File: src/rtl/mips_pkg.sv
// Shared encodings for the multicycle MIPS controller: FSM states,
// instruction opcode/funct fields and ALU operation codes.
package mips_pkg;

  typedef enum logic [3:0] {
    S_FETCH  = 4'd0,
    S_DECODE = 4'd1,
    S_MEMADR = 4'd2,
    S_MEMRD  = 4'd3,
    S_MEMWB  = 4'd4,
    S_MEMWR  = 4'd5,
    S_EXEC   = 4'd6,
    S_ALUWB  = 4'd7,
    S_BRANCH = 4'd8,
    S_IEXEC  = 4'd9,
    S_IWB    = 4'd10,
    S_JUMP   = 4'd11
  } state_t;

  localparam logic [5:0] OP_RTYPE = 6'b000000;
  localparam logic [5:0] OP_LW    = 6'b100011;
  localparam logic [5:0] OP_SW    = 6'b101011;
  localparam logic [5:0] OP_BEQ   = 6'b000100;
  localparam logic [5:0] OP_ADDI  = 6'b001000;
  localparam logic [5:0] OP_ANDI  = 6'b001100;
  localparam logic [5:0] OP_ORI   = 6'b001101;
  localparam logic [5:0] OP_J     = 6'b000010;

  localparam logic [5:0] FN_ADD = 6'b100000;
  localparam logic [5:0] FN_AND = 6'b100100;
  localparam logic [5:0] FN_OR  = 6'b100101;
  localparam logic [5:0] FN_XOR = 6'b100110;
  localparam logic [5:0] FN_SLT = 6'b101010;

  localparam logic [2:0] ALU_ADD = 3'b000;
  localparam logic [2:0] ALU_AND = 3'b001;
  localparam logic [2:0] ALU_OR  = 3'b010;
  localparam logic [2:0] ALU_XOR = 3'b011;
  localparam logic [2:0] ALU_SLT = 3'b100;

endpackage

File: src/rtl/alu_decoder.sv
// Maps the latched opcode/funct pair to an ALU operation; funct_valid flags
// R-type functions the datapath actually supports.
module alu_decoder
  import mips_pkg::*;
(
  input  logic [5:0] opcode,
  input  logic [5:0] funct,
  output logic [2:0] alu_select,
  output logic       funct_valid
);

  always_comb begin
    alu_select  = ALU_ADD;
    funct_valid = 1'b0;
    case (opcode)
      OP_RTYPE: begin
        funct_valid = 1'b1;
        case (funct)
          FN_ADD:  alu_select = ALU_ADD;
          FN_AND:  alu_select = ALU_AND;
          FN_OR:   alu_select = ALU_OR;
          FN_XOR:  alu_select = ALU_XOR;
          FN_SLT:  alu_select = ALU_SLT;
          default: funct_valid = 1'b0;
        endcase
      end
      OP_ANDI: alu_select = ALU_AND;
      OP_ORI:  alu_select = ALU_OR;
      // Branch compares operands by XOR; the datapath raises zero on equality.
      OP_BEQ:  alu_select = ALU_XOR;
      default: alu_select = ALU_ADD;
    endcase
  end

endmodule

File: src/rtl/multicycle_control.sv
// Multicycle MIPS control FSM: sequences fetch/decode/execute states,
// drives datapath selects and write enables, and counts retired instructions.
module multicycle_control
  import mips_pkg::*;
(
  input  logic        clk,
  input  logic        reset,
  input  logic [5:0]  opcode,
  input  logic [5:0]  funct,
  input  logic        zero,
  output logic        pc_write,
  output logic        ir_write,
  output logic        mem_write,
  output logic        reg_write,
  output logic        i_or_d,
  output logic        reg_dst,
  output logic        mem_to_reg,
  output logic        alu_src_a,
  output logic [1:0]  alu_src_b,
  output logic [1:0]  pc_src,
  output logic [2:0]  alu_select,
  output logic        alu_c_in,
  output logic [3:0]  state,
  output logic [31:0] instr_count
);

  state_t      state_reg;
  logic [5:0]  opcode_reg;
  logic [5:0]  funct_reg;
  logic [31:0] instr_count_reg;

  logic [2:0]  dec_select;
  logic        funct_valid;
  logic        pc_en;
  logic        ir_en;
  logic        mem_en;
  logic        reg_en;

  alu_decoder u_alu_decoder (
    .opcode      (opcode_reg),
    .funct       (funct_reg),
    .alu_select  (dec_select),
    .funct_valid (funct_valid)
  );

  always_ff @(posedge clk) begin
    if (reset) begin
      state_reg       <= S_FETCH;
      opcode_reg      <= 6'd0;
      funct_reg       <= 6'd0;
      instr_count_reg <= 32'd0;
    end else begin
      case (state_reg)
        S_FETCH: state_reg <= S_DECODE;
        S_DECODE: begin
          // The instruction register is stable here; capture it for later states.
          opcode_reg <= opcode;
          funct_reg  <= funct;
          case (opcode)
            OP_LW, OP_SW:             state_reg <= S_MEMADR;
            OP_RTYPE:                 state_reg <= S_EXEC;
            OP_BEQ:                   state_reg <= S_BRANCH;
            OP_ADDI, OP_ANDI, OP_ORI: state_reg <= S_IEXEC;
            OP_J:                     state_reg <= S_JUMP;
            default:                  state_reg <= S_FETCH;
          endcase
        end
        S_MEMADR: state_reg <= (opcode_reg == OP_LW) ? S_MEMRD : S_MEMWR;
        S_MEMRD:  state_reg <= S_MEMWB;
        S_EXEC:   state_reg <= S_ALUWB;
        S_IEXEC:  state_reg <= S_IWB;
        S_MEMWB, S_MEMWR, S_ALUWB, S_IWB, S_BRANCH, S_JUMP: begin
          state_reg       <= S_FETCH;
          instr_count_reg <= instr_count_reg + 32'd1;
        end
        default: state_reg <= S_FETCH;
      endcase
    end
  end

  always_comb begin
    pc_en      = 1'b0;
    ir_en      = 1'b0;
    mem_en     = 1'b0;
    reg_en     = 1'b0;
    i_or_d     = 1'b0;
    reg_dst    = 1'b0;
    mem_to_reg = 1'b0;
    alu_src_a  = 1'b0;
    alu_src_b  = 2'b00;
    pc_src     = 2'b00;
    alu_select = ALU_ADD;
    case (state_reg)
      S_FETCH: begin
        ir_en     = 1'b1;
        pc_en     = 1'b1;
        alu_src_b = 2'b01;
      end
      S_DECODE: alu_src_b = 2'b11;
      S_MEMADR: begin
        alu_src_a = 1'b1;
        alu_src_b = 2'b10;
      end
      S_MEMRD: i_or_d = 1'b1;
      S_MEMWB: begin
        mem_to_reg = 1'b1;
        reg_en     = 1'b1;
      end
      S_MEMWR: begin
        i_or_d = 1'b1;
        mem_en = 1'b1;
      end
      S_EXEC: begin
        alu_src_a  = 1'b1;
        alu_select = dec_select;
      end
      S_ALUWB: begin
        reg_dst = 1'b1;
        reg_en  = funct_valid;
      end
      S_BRANCH: begin
        alu_src_a  = 1'b1;
        alu_select = dec_select;
        pc_src     = 2'b01;
        pc_en      = zero;
      end
      S_IEXEC: begin
        alu_src_a  = 1'b1;
        alu_src_b  = 2'b10;
        alu_select = dec_select;
      end
      S_IWB:  reg_en = 1'b1;
      S_JUMP: begin
        pc_src = 2'b10;
        pc_en  = 1'b1;
      end
      default: ;
    endcase
  end

  // Reset suppresses every architectural write, even mid-instruction.
  assign pc_write    = pc_en & ~reset;
  assign ir_write    = ir_en & ~reset;
  assign mem_write   = mem_en & ~reset;
  assign reg_write   = reg_en & ~reset;
  assign alu_c_in    = 1'b0;
  assign state       = state_reg;
  assign instr_count = instr_count_reg;

endmodule

File: config.mk
export PLATFORM = sky130hd
export DESIGN_NAME = multicycle_control
export DESIGN_NICKNAME = d
export VERILOG_FILES = /design/src/rtl/mips_pkg.sv /design/src/rtl/alu_decoder.sv /design/src/rtl/multicycle_control.sv
export SDC_FILE = /design/constraint.sdc
export NUM_CORES = 1
export LEC_CHECK = 0
export ABC_AREA = 1
export CAP_MARGIN = 20
export CORE_MARGIN = 3
export CORE_UTILIZATION = 54
export DETAILED_ROUTE_END_ITERATION = 7
export PLACE_DENSITY = 0.95
export SYNTH_ARGS = -nofsm -noshare
export SYNTH_HDL_FRONTEND = slang
export SYNTH_SLANG_ARGS = --single-unit
File: constraint.sdc
create_clock -name clk -period 3.9 [get_ports clk]
set_input_delay 0.39 -clock clk [delete_from_list [all_inputs] [get_ports clk]]
set_output_delay 0.39 -clock clk [all_outputs]
set_load 0.03 [all_outputs]
Yosys cells after proc, flatten, opt, wreduce, memory -nomap -nowiden:

Cells that the tools add are included.

* output and inout bits: 52
* flip-flop bits (word level): 48
* input port bits: 15

* equal/unequal tests: 27
* $add $sub $neg: 1
* bitwise operators: 5
* reduce and logical (&&, ||, !) cells: 13
* mux-type cells: 18

Operator list (number)
* $eq 6x6->1 const B: 8
* $add 32x1->32 const B: 1
* $eq 6x4->1 const B: 5
* $pmux 3 s4: 2
* $pmux 4 s6: 1
* $pmux 4 s5: 1
* $eq 4x3->1 const B: 4
* $eq 4x4->1 const B: 4
* $eq 6x3->1 const B: 2
* $logic_not 6->1: 2
* $reduce_or 2->1: 5
* $eq 4x2->1 const B: 2
* $mux 1: 8
* $eq 6x2->1 const B: 1
* $mux 3: 2
* $pmux 2 s3: 1
* $reduce_or 3->1: 2
* $reduce_or 6->1: 1
* $reduce_or 5->1: 1
* $and 1x1->1: 4
* $eq 4x1->1 const B: 1
* $logic_not 4->1: 1
* $pmux 1 s2: 2
* $pmux 2 s2: 1
* other kinds (2): 2

Depth between registers and ports, before layout:

Gate-level depths: netlist (run 1).

* depth in word-level cells: 6
* mapped depth: 10
* depth with buffers taken out: 10

Hierarchy:

From an unflattened synthesis (run 1), not the netlist that was laid out.

* cell total of the unflattened synthesis: 480
* area, all modules: 2879.0 um2

By module, submodules not included
* multicycle_control: cells each 435, instances 1, area an instance 2680.1 um2
* alu_decoder: cells each 45, instances 1, area an instance 198.9 um2

Worst setup path before layout (run 1):

OpenSTA, ideal clock, no wires.

* kind: register -> output
* start point: register state_reg[2], in the netlist state[2]
* end point: output reg_write
* cell stages (with the launch flop): 5
* path buffers: 0
* path slack: 1473 ps
* arrival: 2037 ps
* cell sequence: dfxtp_1 > inv_2 > nor3_1 > a21oi_1 > a21oi_1

* cells in the longest elaborated chain, start to end: 4

Ends and longest elaborated chain
* start, declared: RTL line multicycle_control.sv:27 `state_t state_reg;`
* start signal, assigned: RTL line multicycle_control.sv:68 `S_MEMADR: state_reg <= (opcode_reg == OP_LW) ? S_MEMRD : S_MEMWR;`
* $eq 4x4->1 / $eq 4x3->1 (equally long branches): RTL line multicycle_control.sv:93 `case (state_reg)`
* $reduce_or 2->1 (no source line)
* $pmux 1 s2 *: RTL line multicycle_control.sv:93
* $and 1x1->1 *: RTL line multicycle_control.sv:145 `assign reg_write = reg_en & ~reset;`
* end, declared: RTL line multicycle_control.sv:14 `output logic reg_write,`

Mark *: on every way between the ends. The rest lies on a longest branch, timed or not.

Final worst setup path (run 1):

* start point: register funct_reg[5]
* end point: output reg_write

* cells in the longest elaborated chain, start to end: 6

Ends and longest elaborated chain
* start, declared: RTL line multicycle_control.sv:29 `logic [5:0] funct_reg;`
* start signal, assigned: RTL line multicycle_control.sv:58 `funct_reg <= funct;`
* $eq 6x6->1: RTL line alu_decoder.sv:18 `case (funct)`
* $reduce_or 5->1 (no source line) *
* $mux 1 *: RTL line alu_decoder.sv:18
* $mux 1 *: RTL line alu_decoder.sv:15 `case (opcode)`
* $pmux 1 s2 *: RTL line multicycle_control.sv:93
* $and 1x1->1 *: RTL line multicycle_control.sv:145

Marks and branches as above.

==> results.py, run 1 <==
metrics = {
    "timing": {
        "timing.fmax_mhz": 388.0,
        "slew_headroom": 0.3244,
        "hold_violations": 0,
        "final.period_utilization": 0.6608,
        "finalCriticalPeriod_ps": 2577,
        "grt_setup_unrepaired": "false",
        "fin_skew_ps": 6.402,
        "worst_slew_pin_slew_ps": 1012,
        "setup_viol": 0,
        "slew_violations": 0,
        "fin_tns_setup_ps": 0,
    },
    "pwr": {
        "ir_drop_mv": 0.2156,
        "p_leak_nw": 1.367,
        "powerDensity_nw_per_um2": 274.9,
    },
    "finish": {
        "diodes": 0,
        "layout_commonest_cell": "nand2_1",
        "postLayoutCellArea_sq_um": 3527,
        "multi_input_area_sq_um": 1496,
        "fin_nets": 522,
        "register_area_sq_um": 960.9,
        "final.fill_count": 439,
        "drive_above_1_share": 0.04356,
        "syn2layout_area_growth_pct": 28.31,
        "mostFrequentLayoutCells": "nand2_1 (97), nor2_1 (89), clkdlybuf4s50_1 (65)",
        "largest_reg_flops": 32,
    },
    "cts": {
        "clock-sinks": 48,
        "insertion_delay_ps": 300,
        "cts_resized": 0,
        "cts_tree": "done",
        "numCtsBuffers": 5,
        "root_buffer": "clkbuf_8",
        "path_clk_slew_ps": 80,
        "post_cts_buffers": 0,
        "cts_htree_levels": 2,
        "ctsHoldBuffers": 0,
        "max-clock-path-buffers": 2,
    },
    "critical_path": {
        "critPathBufInv": 2,
        "rr_worst_depth": 8,
        "critPathMaxStageDelay_ps": 690,
        "critical_path_arrival_ps": 2190,
        "slowest_stage": "clkdlybuf4s50_1",
        "crit_start": "funct_reg[5]",
        "startpoint_type": "flop",
        "critPathKind": "reg2out",
        "cp_top_family": "buffers and inverters",
        "worst_ep_required_time_ps": 3510,
        "cp_max_fo": 3,
        "r2r_start": "instr_count[0]",
        "path_cells": "inv_1, nor2_1, nand2_1, nor2_1, o21ai_0, nand3_1, nand2_1, a21oi_1, clkdlybuf4s50_1",
        "cp.depth": 9,
        "cp-end-kind": "primary output",
    },
    "detailed_routing": {
        "wl_per_cell_um": 12.82,
        "finalWirelength_mm": 7.333,
        "final_antenna_net_count": 0,
        "drc_errors": 0,
        "drtIter0Drc": 282,
        "vias": 3101,
        "routed_via_density": 5.421,
        "drt_first_pass_iters": 6,
    },
    "synth": {
        "synth_area_leaders": "dfxtp_1 (35%), nand2_1 (13%), nor2_1 (12%), inv_1 (8.2%), a21oi_1 (5.5%)",
        "synth_top_area_share": 0.3496,
        "synth_cell_types": 31,
        "syn_nets": 460,
        "yosysWarnings": 0,
        "ys_seq_area_frac": 0.3496,
        "synth_area_sq_um": 2749,
        "synth.avg_cell_area_sq_um": 6.191,
        "synth_area_leader_cell": "dfxtp_1",
        "syn_inst": 444,
        "ys_ff_latch": 48,
    },
    "placed_design": {
        "gp_congestion": 0.8972,
        "hpwl_mm": 5.581,
        "placed_area_sq_um": 3428,
        "portBuffers": 65,
    },
    "worst_hold_path": {
        "min_from": "funct_reg[5]",
        "whs_path_depth": 2,
        "hold_class": "reg2reg",
    },
    "floorplan": {
        "io_pins": 67,
        "chipHeight_um": 77.35,
        "num_rows": 25,
        "start_util": 0.5706,
        "fp.dieW_um": 77.35,
        "core_area_sq_um": 4817,
        "dieArea_sq_um": 5982,
    },
    "grt": {
        "track_usage": 0.2520,
        "grt-ovfl-total": 0,
        "grt_max_degree": 39,
        "grt_pass1_wl_mm": 12.56,
        "grt_antenna_before_repair": 0,
        "grt_pass1_vias": 3000,
    },
    "run": {
        "drv_cap": 0,
    },
    "status": {
        "status": "finished clean",
    },
}
[metrics by stage]
step,utilization,hold slack [ps],setup WS [ps],std cells,total power [W]
global route,0.7322,496.5,1185,572,0.001010
global placement,0.7117,444.6,1493,566,0.0006340
CTS,0.7322,464.9,1335,572,0.0009702
finish,0.7322,464.7,1323,572,0.0009698
detailed placement,0.7117,454.0,1432,566,0.0006389
floorplan,-,430.3,1473,444,0.0005974
[cell type report]
| class | count | share of cell area |
|---|---|---|
| inverters | 63 | 0.06705 |
| multi-input cells | 323 | 0.4243 |
| well taps | 67 | 0.02377 |
| flip-flops and latches | 48 | 0.2724 |
| clock inverters | 1 | 0.008514 |
| clock buffers | 5 | 0.01951 |
| repair buffers | 65 | 0.1845 |
[metal layers]
layer  vias to the layer above  wire [um]  global-route usage
li1                       1532          -                   -
met5                         -          0                   0
met1                      1395       3067              0.2928
met3                        34        487             0.05220
met4                         0        174              0.1014
met2                       140       3604              0.4491
[final timing paths]
path                            slack (ps)         endpoint
worst max-delay path                  1320        reg_write
worst min-delay path                   460     funct_reg[5]
worst max register to register        2010  instr_count[20]
worst min register to register         460     funct_reg[5]
[worst min-delay path: cells and delay by family (launching register included)]
kind            cells  cell delay, ps
compound gates      1              60
buf+inv             1              60
flops               1             300
[kinds of logic after synthesis]
kind of cell | Yosys count | share of synthesized area
adder cells (fa/ha/maj) | 1 | 0.004551
other | 1 | 0.001364
flip-flops | 48 | 0.3496
AO/OA/AOI/OAI | 67 | 0.1279
XOR/XNOR | 2 | 0.006373
AND/OR/NAND/NOR | 252 | 0.4042
buffers and inverters | 73 | 0.1061
[Yosys cell counts]
cell type / number
nor2_1: 89
nor4_1: 1
nand3b_2: 1
nor2_2: 5
inv_1: 60
buf_8: 1
a21oi_1: 30
clkbuf_1: 6
o21ai_0: 26
inv_2: 3
o21bai_1: 4
dfxtp_1: 48
o21ai_1: 3
nor2_4: 2
ha_1: 1
nand2_4: 1
nand3_1: 29
buf_4: 1
nand4_4: 1
nand2_1: 97
a31oi_1: 1
o21a_1: 1
and3_1: 2
nor3_2: 1
nand4_1: 13
o22ai_1: 2
nor3_1: 8
buf_2: 2
nand3_2: 2
xor2_1: 2
conb_1: 1
[report_power, final]
group / total [W] / leakage [nW] / switching (W) / internal (W)
combinational: 0.000115 / 0.927 / 0.0000723 / 0.0000425
clock: 0.000342 / 0.0501 / 0.000157 / 0.000184
sequential: 0.000513 / 0.390 / 0.00000920 / 0.000504
No activity file was read; power rests on OpenSTA's default activity.
==> run 2: changes to the inputs <==
--- a/config.mk
+++ b/config.mk
@@ -8,9 +8,9 @@
 export ABC_AREA = 1
 export CAP_MARGIN = 20
 export CORE_MARGIN = 3
-export CORE_UTILIZATION = 54
+export CORE_UTILIZATION = 50
 export DETAILED_ROUTE_END_ITERATION = 7
-export PLACE_DENSITY = 0.95
+export PLACE_DENSITY = 0.91
 export SYNTH_ARGS = -nofsm -noshare
 export SYNTH_HDL_FRONTEND = slang
 export SYNTH_SLANG_ARGS = --single-unit
==> constraint.sdc (replaced) <==
create_clock -name clk -period 2.56 [get_ports clk]
set_input_delay 0.256 -clock clk [delete_from_list [all_inputs] [get_ports clk]]
set_output_delay 0.256 -clock clk [all_outputs]
set_load 0.03 [all_outputs]
==> results.py, run 2 (synthesized netlist as in run 1, its figures left out) <==
metrics = {
    "cts": {
        "insertion_delay_ps": 310,
        "max-clock-path-buffers": 2,
        "numCtsBuffers": 5,
        "cts_htree_levels": 2,
        "clock-sinks": 48,
        "path_clk_slew_ps": 100,
        "root_buffer": "clkbuf_8",
        "cts_tree": "done",
    },
    "critical_path": {
        "cp_top_family": "buffers and inverters",
        "cp-end-kind": "primary output",
        "critPathKind": "reg2out",
        "path_cells": "nor2_1, inv_1, nor2_1, inv_1, o21ai_0, clkdlybuf4s50_1",
        "critPathBufInv": 3,
        "startpoint_type": "flop",
        "critical_path_arrival_ps": 2140,
        "cp.depth": 6,
        "cp_max_fo": 7,
        "worst_ep_required_time_ps": 2300,
        "critPathMaxStageDelay_ps": 740,
        "slowest_stage": "clkdlybuf4s50_1",
        "rr_worst_depth": 8,
    },
    "timing": {
        "grt_setup_unrepaired": "false",
        "worst_slew_pin_slew_ps": 636.0,
        "layout_setup_ws_ps": 168.1,
        "slew_headroom": 0.5750,
        "fin_tns_setup_ps": 0,
        "timing.fmax_mhz": 418.1,
        "hold_violations": 0,
        "setup_viol": 0,
        "finalCriticalPeriod_ps": 2392,
        "fin_skew_ps": 11.79,
        "slew_violations": 0,
        "final.period_utilization": 0.9343,
    },
    "grt": {
        "grt_pass1_wl_mm": 12.05,
        "grt-ovfl-total": 0,
        "track_usage": 0.2315,
        "grt_pass1_vias": 2782,
        "grt_max_degree": 29,
        "grt_antenna_before_repair": 0,
    },
    "detailed_routing": {
        "routed_via_density": 5.321,
        "wl_per_cell_um": 12.29,
        "drtIter0Drc": 194,
        "finalWirelength_mm": 7.129,
        "drc_errors": 0,
        "drt_first_pass_iters": 5,
        "final_antenna_net_count": 0,
        "vias": 3086,
    },
    "finish": {
        "final.fill_count": 458,
        "layout_commonest_cell": "nand2_1",
        "fin_nets": 525,
        "drive_above_1_share": 0.05294,
        "multi_input_area_sq_um": 1496,
        "diodes": 0,
        "register_area_sq_um": 960.9,
        "mostFrequentLayoutCells": "nand2_1 (97), nor2_1 (89), clkdlybuf4s50_1 (63)",
        "syn2layout_area_growth_pct": 29.40,
        "largest_reg_flops": 32,
    },
    "floorplan": {
        "core_area_sq_um": 5205,
        "num_rows": 26,
        "fp.dieW_um": 80.15,
        "dieArea_sq_um": 6423,
        "chipHeight_um": 80.15,
        "start_util": 0.5281,
        "io_pins": 67,
    },
    "worst_hold_path": {
        "hold_class": "reg2reg",
        "whs_path_depth": 2,
    },
    "run": {
        "drv_cap": 0,
    },
    "placed_design": {
        "portBuffers": 65,
        "place_ws_ps": 473.3,
        "gp_congestion": 0.8778,
        "hpwl_mm": 5.556,
    },
    "pwr": {
        "p_leak_nw": 1.412,
        "power_w": 0.001446,
        "powerDensity_nw_per_um2": 406.6,
        "ir_drop_mv": 0.2715,
    },
    "status": {
        "status": "finished clean",
    },
}
[run 2: cell types whose count changed in the layout (fill, tap and decap cells not counted)]
cell	change
buf_4	+3
clkdlybuf4s50_1	-2
clkinvlp_4	+2
dlymetal6s2s_1	+2
bufinv_16	-1
clkbuf_8	+1
[run 2: worst paths after layout]
check                      start         endpoint  slack (ps)
setup reg to reg  instr_count[0]  instr_count[20]         730
hold / removal      funct_reg[5]     funct_reg[5]         470
setup / recovery        state[3]     alu_src_b[1]         170
hold reg to reg     funct_reg[5]     funct_reg[5]         470
[run 2: power breakdown]
part / total, W / internal, W / leakage (nW) / switching, W
clock: 0.000483 / 0.000219 / 0.0434 / 0.000264
combinational: 0.000181 / 0.0000674 / 0.979 / 0.000113
sequential: 0.000783 / 0.000768 / 0.390 / 0.0000143
[run 2: area by class of cell]
cell class,count,share of cell area
clock inverter,2,0.004221
multi-input combinational,323,0.4207
timing repair buffer,68,0.1906
inverter,63,0.06648
sequential,48,0.2701
tap,70,0.02462
clock buffer,6,0.02321
[run 2: metal layers]
| layer | track usage | part of all wire | wire [um] |
|---|---|---|---|
| met1 | 0.2844 | 0.43 | 3051 |
| met2 | 0.4048 | 0.49 | 3461 |
| met3 | 0.03924 | 0.063 | 446 |
| met4 | 0.08108 | 0.024 | 168 |
| met5 | 0 | 0 | 0 |
[run 2: per-stage QoR]
stage / util / hold WS, ps / instances / area [sq um]
after detailed placement: 0.6637 / 455.1 / 572 / 3455
after global placement: 0.6637 / 444.2 / 572 / 3455
after CTS: 0.6825 / 468.7 / 580 / 3552
final: 0.6834 / 468.2 / 580 / 3557
after floorplan: - / 325.1 / 444 / 2749
after global routing: 0.6834 / 503.0 / 580 / 3557
[run 2: worst reg2reg max path, stage by stage, from the launching register on]
cell     delay [ps]
dfxtp_1         410
ha_1            200
inv_1            50
nor2_2          220
nand2_1         100
nor2_2          300
nand4_1         190
o21ai_0         200
nor2_1           50
[run 2: what timing repair did]
item	CTS	global route
endpoints found under the hold margin	0	0
buffers inserted	0	0
hold buffers	0	0
setup endpoints to repair	0	2
resized for setup	0	2
==> RTL edit 1: new RTL, settings of run 2 <==
Make the reset (`reset`) asynchronous in one clocked block.
--- a/src/rtl/multicycle_control.sv
+++ b/src/rtl/multicycle_control.sv
@@ -44,5 +44,5 @@
   );
 
-  always_ff @(posedge clk) begin
+  always_ff @(posedge clk or posedge reset) begin
     if (reset) begin
       state_reg       <= S_FETCH;
Behaviour: differs if reset is asserted again (counterexample within 4 cycles, from zero or initial values and one cycle with reset high); with reset held inactive, the same outputs for 10 cycles.
==> RTL edit 1 against run 2 <==
Critical endpoint unchanged. Via count fell by 1.7%. Clock skew is 0.0070 ns lower. Design area grew 9.5%. Sequential cell count did not move. Synthesized area up 9.7%. Worst setup slack gained 0.0081 ns. Largest cell class unchanged. Routed wire length rose by 9.1%.
Power is not compared: it rests on default switching activity, and its combinational part moved more than twofold at a synthesized area within 25%.
==> RTL edit 1: results (changes against run 2) <==
[yosys]
synthCells=439  ; -1.1%
synth_cell_type_count=34  ; +9.7%
ys_async_sr_fraction_pct=100  ; +100 points
synthesis.nets=455  ; -1.1%
synth_common_cells=158 x nand2_1, 71 x nor2_1, 48 x dfrtp_1
yosys.area_share.adder_pct=0.415  ; -0.040 points
ys_seq_area_share_pct=39.8  ; +4.9 points

[run_status]
status=complete, no violations

[critical_path]
slowest_delay_ns=0.70  ; -0.04 ns
r2r_end=instr_count[24]$_DFFE_PP0P_
cp_max_fo=6  ; -1
rr_startpoint=instr_count[0]$_DFFE_PP0P_

[final_layout]
num-nets-final=523  ; -0.38%
nFillCells=478  ; +4.4%
drive_gt1_share_pct=7.09  ; +1.8 points

[placed_design]
place_area_um2=3730  ; +8.0%
place.gp.congestion=0.868  ; -1.2%
hpwl_um=5950  ; +7.1%

[global_route]
grt.total_usage_pct=23.1  ; -0.084 points
grt_pass1_wl_um=13400  ; +11%

[drt]
first_iter_violations=295  ; +52%
wl_met3_um=460  ; +3.1%
via_count=3033  ; -1.7%
wl_per_cell_um=13.4  ; +9.1%
met1Wirelength_um=3350  ; +9.9%
wl_met2_um=3780  ; +9.3%

[timing]
fin_skew_ns=0.00474  ; -0.00704 ns
whs_ns=0.417  ; -0.0511 ns

[hold_path]
hp-class=in -> async

-- RTL edit 1: changes by cell type after synthesis, moves of 13 or more --
cell | run 2 | this run
nand2_1 | 97 | 158
dfxtp_1 | 48 | 0
a21oi_1 | 30 | 4
nor2_1 | 89 | 71
inv_1 | 60 | 47
dfrtp_1 | 0 | 48
o21ai_0 | 26 | 11
-- RTL edit 1: routing by layer --
metal	global-route usage, %	vias to the layer above
met5	0	-
met4	8.63	0
met1	30.7	1417
met3	3.75	14
met2	37.8	107
li1	-	1495
-- RTL edit 1: power breakdown --
part | total [mW] | internal (mW) | switching, mW
logic | 1.12 | 0.385 | 0.732
clock network | 0.748 | 0.488 | 0.260
registers | 1.04 | 0.902 | 0.142
-- RTL edit 1: final cells by class --
cell class / count / area [um2] / share of cell area [%]
clock inverter: 3 / 90.1 / 2.31
sequential: 48 / 1200 / 30.8
multi-input combinational: 334 / 1570 / 40.2
timing repair buffer: 67 / 683 / 17.5
inverter: 51 / 194 / 4.98
tap: 72 / 90.1 / 2.31
clock buffer: 5 / 68.8 / 1.77
-- RTL edit 1: worst max path at each step --
| stage | from | end | slack [ns] | cells past startpoint |
|---|---|---|---|---|
| floorplan | state[1]$_DFF_PP0_ | reg_write | 0.24 | 5 |
| global placement | state[0]$_DFF_PP0_ | alu_select[1] | 0.55 | 8 |
| detailed placement | state[0]$_DFF_PP0_ | alu_select[1] | 0.44 | 8 |
| CTS | state[0]$_DFF_PP0_ | alu_select[1] | 0.09 | 8 |
| global route | state[3]$_DFF_PP0_ | alu_src_b[1] | 0.06 | 6 |
| finish | state[2]$_DFF_PP0_ | alu_src_b[1] | 0.18 | 6 |
-- RTL edit 1: repair_timing --
action / in CTS / in global routing
endpoints found under the setup margin: 0 / 2
resized for setup: 0 / 2
endpoints found under the hold margin: 0 / 0
hold buffers: 0 / 0
==> RTL edit 2: new RTL, config.mk and constraints of run 2 <==
Made on the original files. Register the outputs `pc_write`, `ir_write`, `mem_write` and `reg_write`; this adds one clock of latency there. The other outputs are not delayed to match.
--- a/src/rtl/multicycle_control.sv
+++ b/src/rtl/multicycle_control.sv
@@ -140,8 +140,10 @@
 
   // Reset suppresses every architectural write, even mid-instruction.
-  assign pc_write    = pc_en & ~reset;
-  assign ir_write    = ir_en & ~reset;
-  assign mem_write   = mem_en & ~reset;
-  assign reg_write   = reg_en & ~reset;
+  always_ff @(posedge clk) begin
+    pc_write  <= pc_en & ~reset;
+    ir_write  <= ir_en & ~reset;
+    mem_write <= mem_en & ~reset;
+    reg_write <= reg_en & ~reset;
+  end
   assign alu_c_in    = 1'b0;
   assign state       = state_reg;
Formal check against the unedited RTL: not equivalent (a bounded check fails within 4 cycles, from zero or initial values and one cycle with reset high).
==> RTL edit 2 against run 2 <==
Synthesized area is 2.5% higher. Sequential cell count rose by 4. Worst setup slack lost 0.011 ns. Routed wire length is 2.7% higher. Combinational power is 3% higher. Design area increased by 2.3%. Total power up 5.8%. Core utilization up 0.68 points. Clock power rose by 2%.
==> RTL edit 2: results (changes against run 2) <==
[yosys]
ys_seq_area_share_pct=36.9  ; +2.0 points
synthesis.nets=448  ; -2.6%
synthCells=432  ; -2.7%
synth.cell_area_um2=2820  ; +2.5%
yosys.area_share.adder_pct=0.444  ; -0.011 points
synth-xor-area-share_pct=0.311  ; -0.33 points
synth_area_leaders=dfxtp_1 37%, nor2_1 12%, nand2_1 11%
synth_compound_area_share_pct=12.3  ; -0.54 points

[final_layout]
clkCellAreaFrac_pct=2.58  ; -0.16 points
num-nets-final=515  ; -1.9%
multi_input_area_share_pct=41.5  ; -0.58 points
nFillCells=441  ; -3.7%
multi_input_cells=313  ; -3.1%
inverters=58  ; -7.9%
regArea_um2=1040  ; +8.3%
multi_input_area_um2=1510  ; +0.84%
drive_gt1_share_pct=8.20  ; +2.9 points
clockBufferCount=7  ; +1

[critical_path]
cp_max_fo=3  ; -4

[global_route]
grt_pass1_vias=2802  ; +0.72%
use_met2_pct=41.2  ; +0.73 points
grt_use_met3_pct=4.77  ; +0.84 points
grt_max_degree=24  ; -17%
grt.total_usage_pct=23.8  ; +0.60 points
grt_pass1_wl_um=12400  ; +3.1%

[drt]
wl_met3_um=455  ; +2.0%
drt-vias-per-instance=5.30  ; -0.39%
via_count=3021  ; -2.1%
wl_met2_um=3520  ; +1.6%
drc_errors=0  ; unchanged
routed_wl_um=7320  ; +2.7%
met1Wirelength_um=3220  ; +5.6%

[clocking]
htreeDepth=2  ; unchanged
cts.path.max_buffers=2  ; unchanged

[power_and_ir_drop]
powerComb_mw=0.186  ; +3%
p_leak_nw=1.48  ; +4.7%
powerSeq_mw=0.851  ; +8.7%
p_sw_mw=0.405  ; +3.5%
seqPwrFrac_pct=55.6  ; +1.5 points

[placed_design]
dp_cells=562  ; -1.7%
place.gp.congestion=0.851  ; -3.0%
hpwl_um=5430  ; -2.3%
pre_cts_slack_ns=0.417  ; -0.0563 ns

[run_status]
status=complete, no violations

## RTL edit 2: path summary, 6_finish.rpt
kind	cells after the start	startpoint	slack (ns)	to
setup / recovery	7	opcode_reg[5]$_SDFFE_PP0P_	0.16	alu_select[2]
hold / removal	2	funct_reg[5]$_SDFFE_PP0P_	0.48	funct_reg[5]$_SDFFE_PP0P_
setup reg to reg	10	instr_count[1]$_SDFFE_PP0P_	0.85	instr_count[30]$_SDFFE_PP0P_
hold reg to reg	2	funct_reg[5]$_SDFFE_PP0P_	0.48	funct_reg[5]$_SDFFE_PP0P_
## RTL edit 2: worst max-delay path: stages (launching register included)
cell and delay (ns):
dfxtp_1 0.33, or2_2 0.30, nor3_1 0.19, nand2_1 0.10, inv_1 0.08, nand2_1 0.07, nor2_1 0.09, clkdlybuf4s50_1 0.67
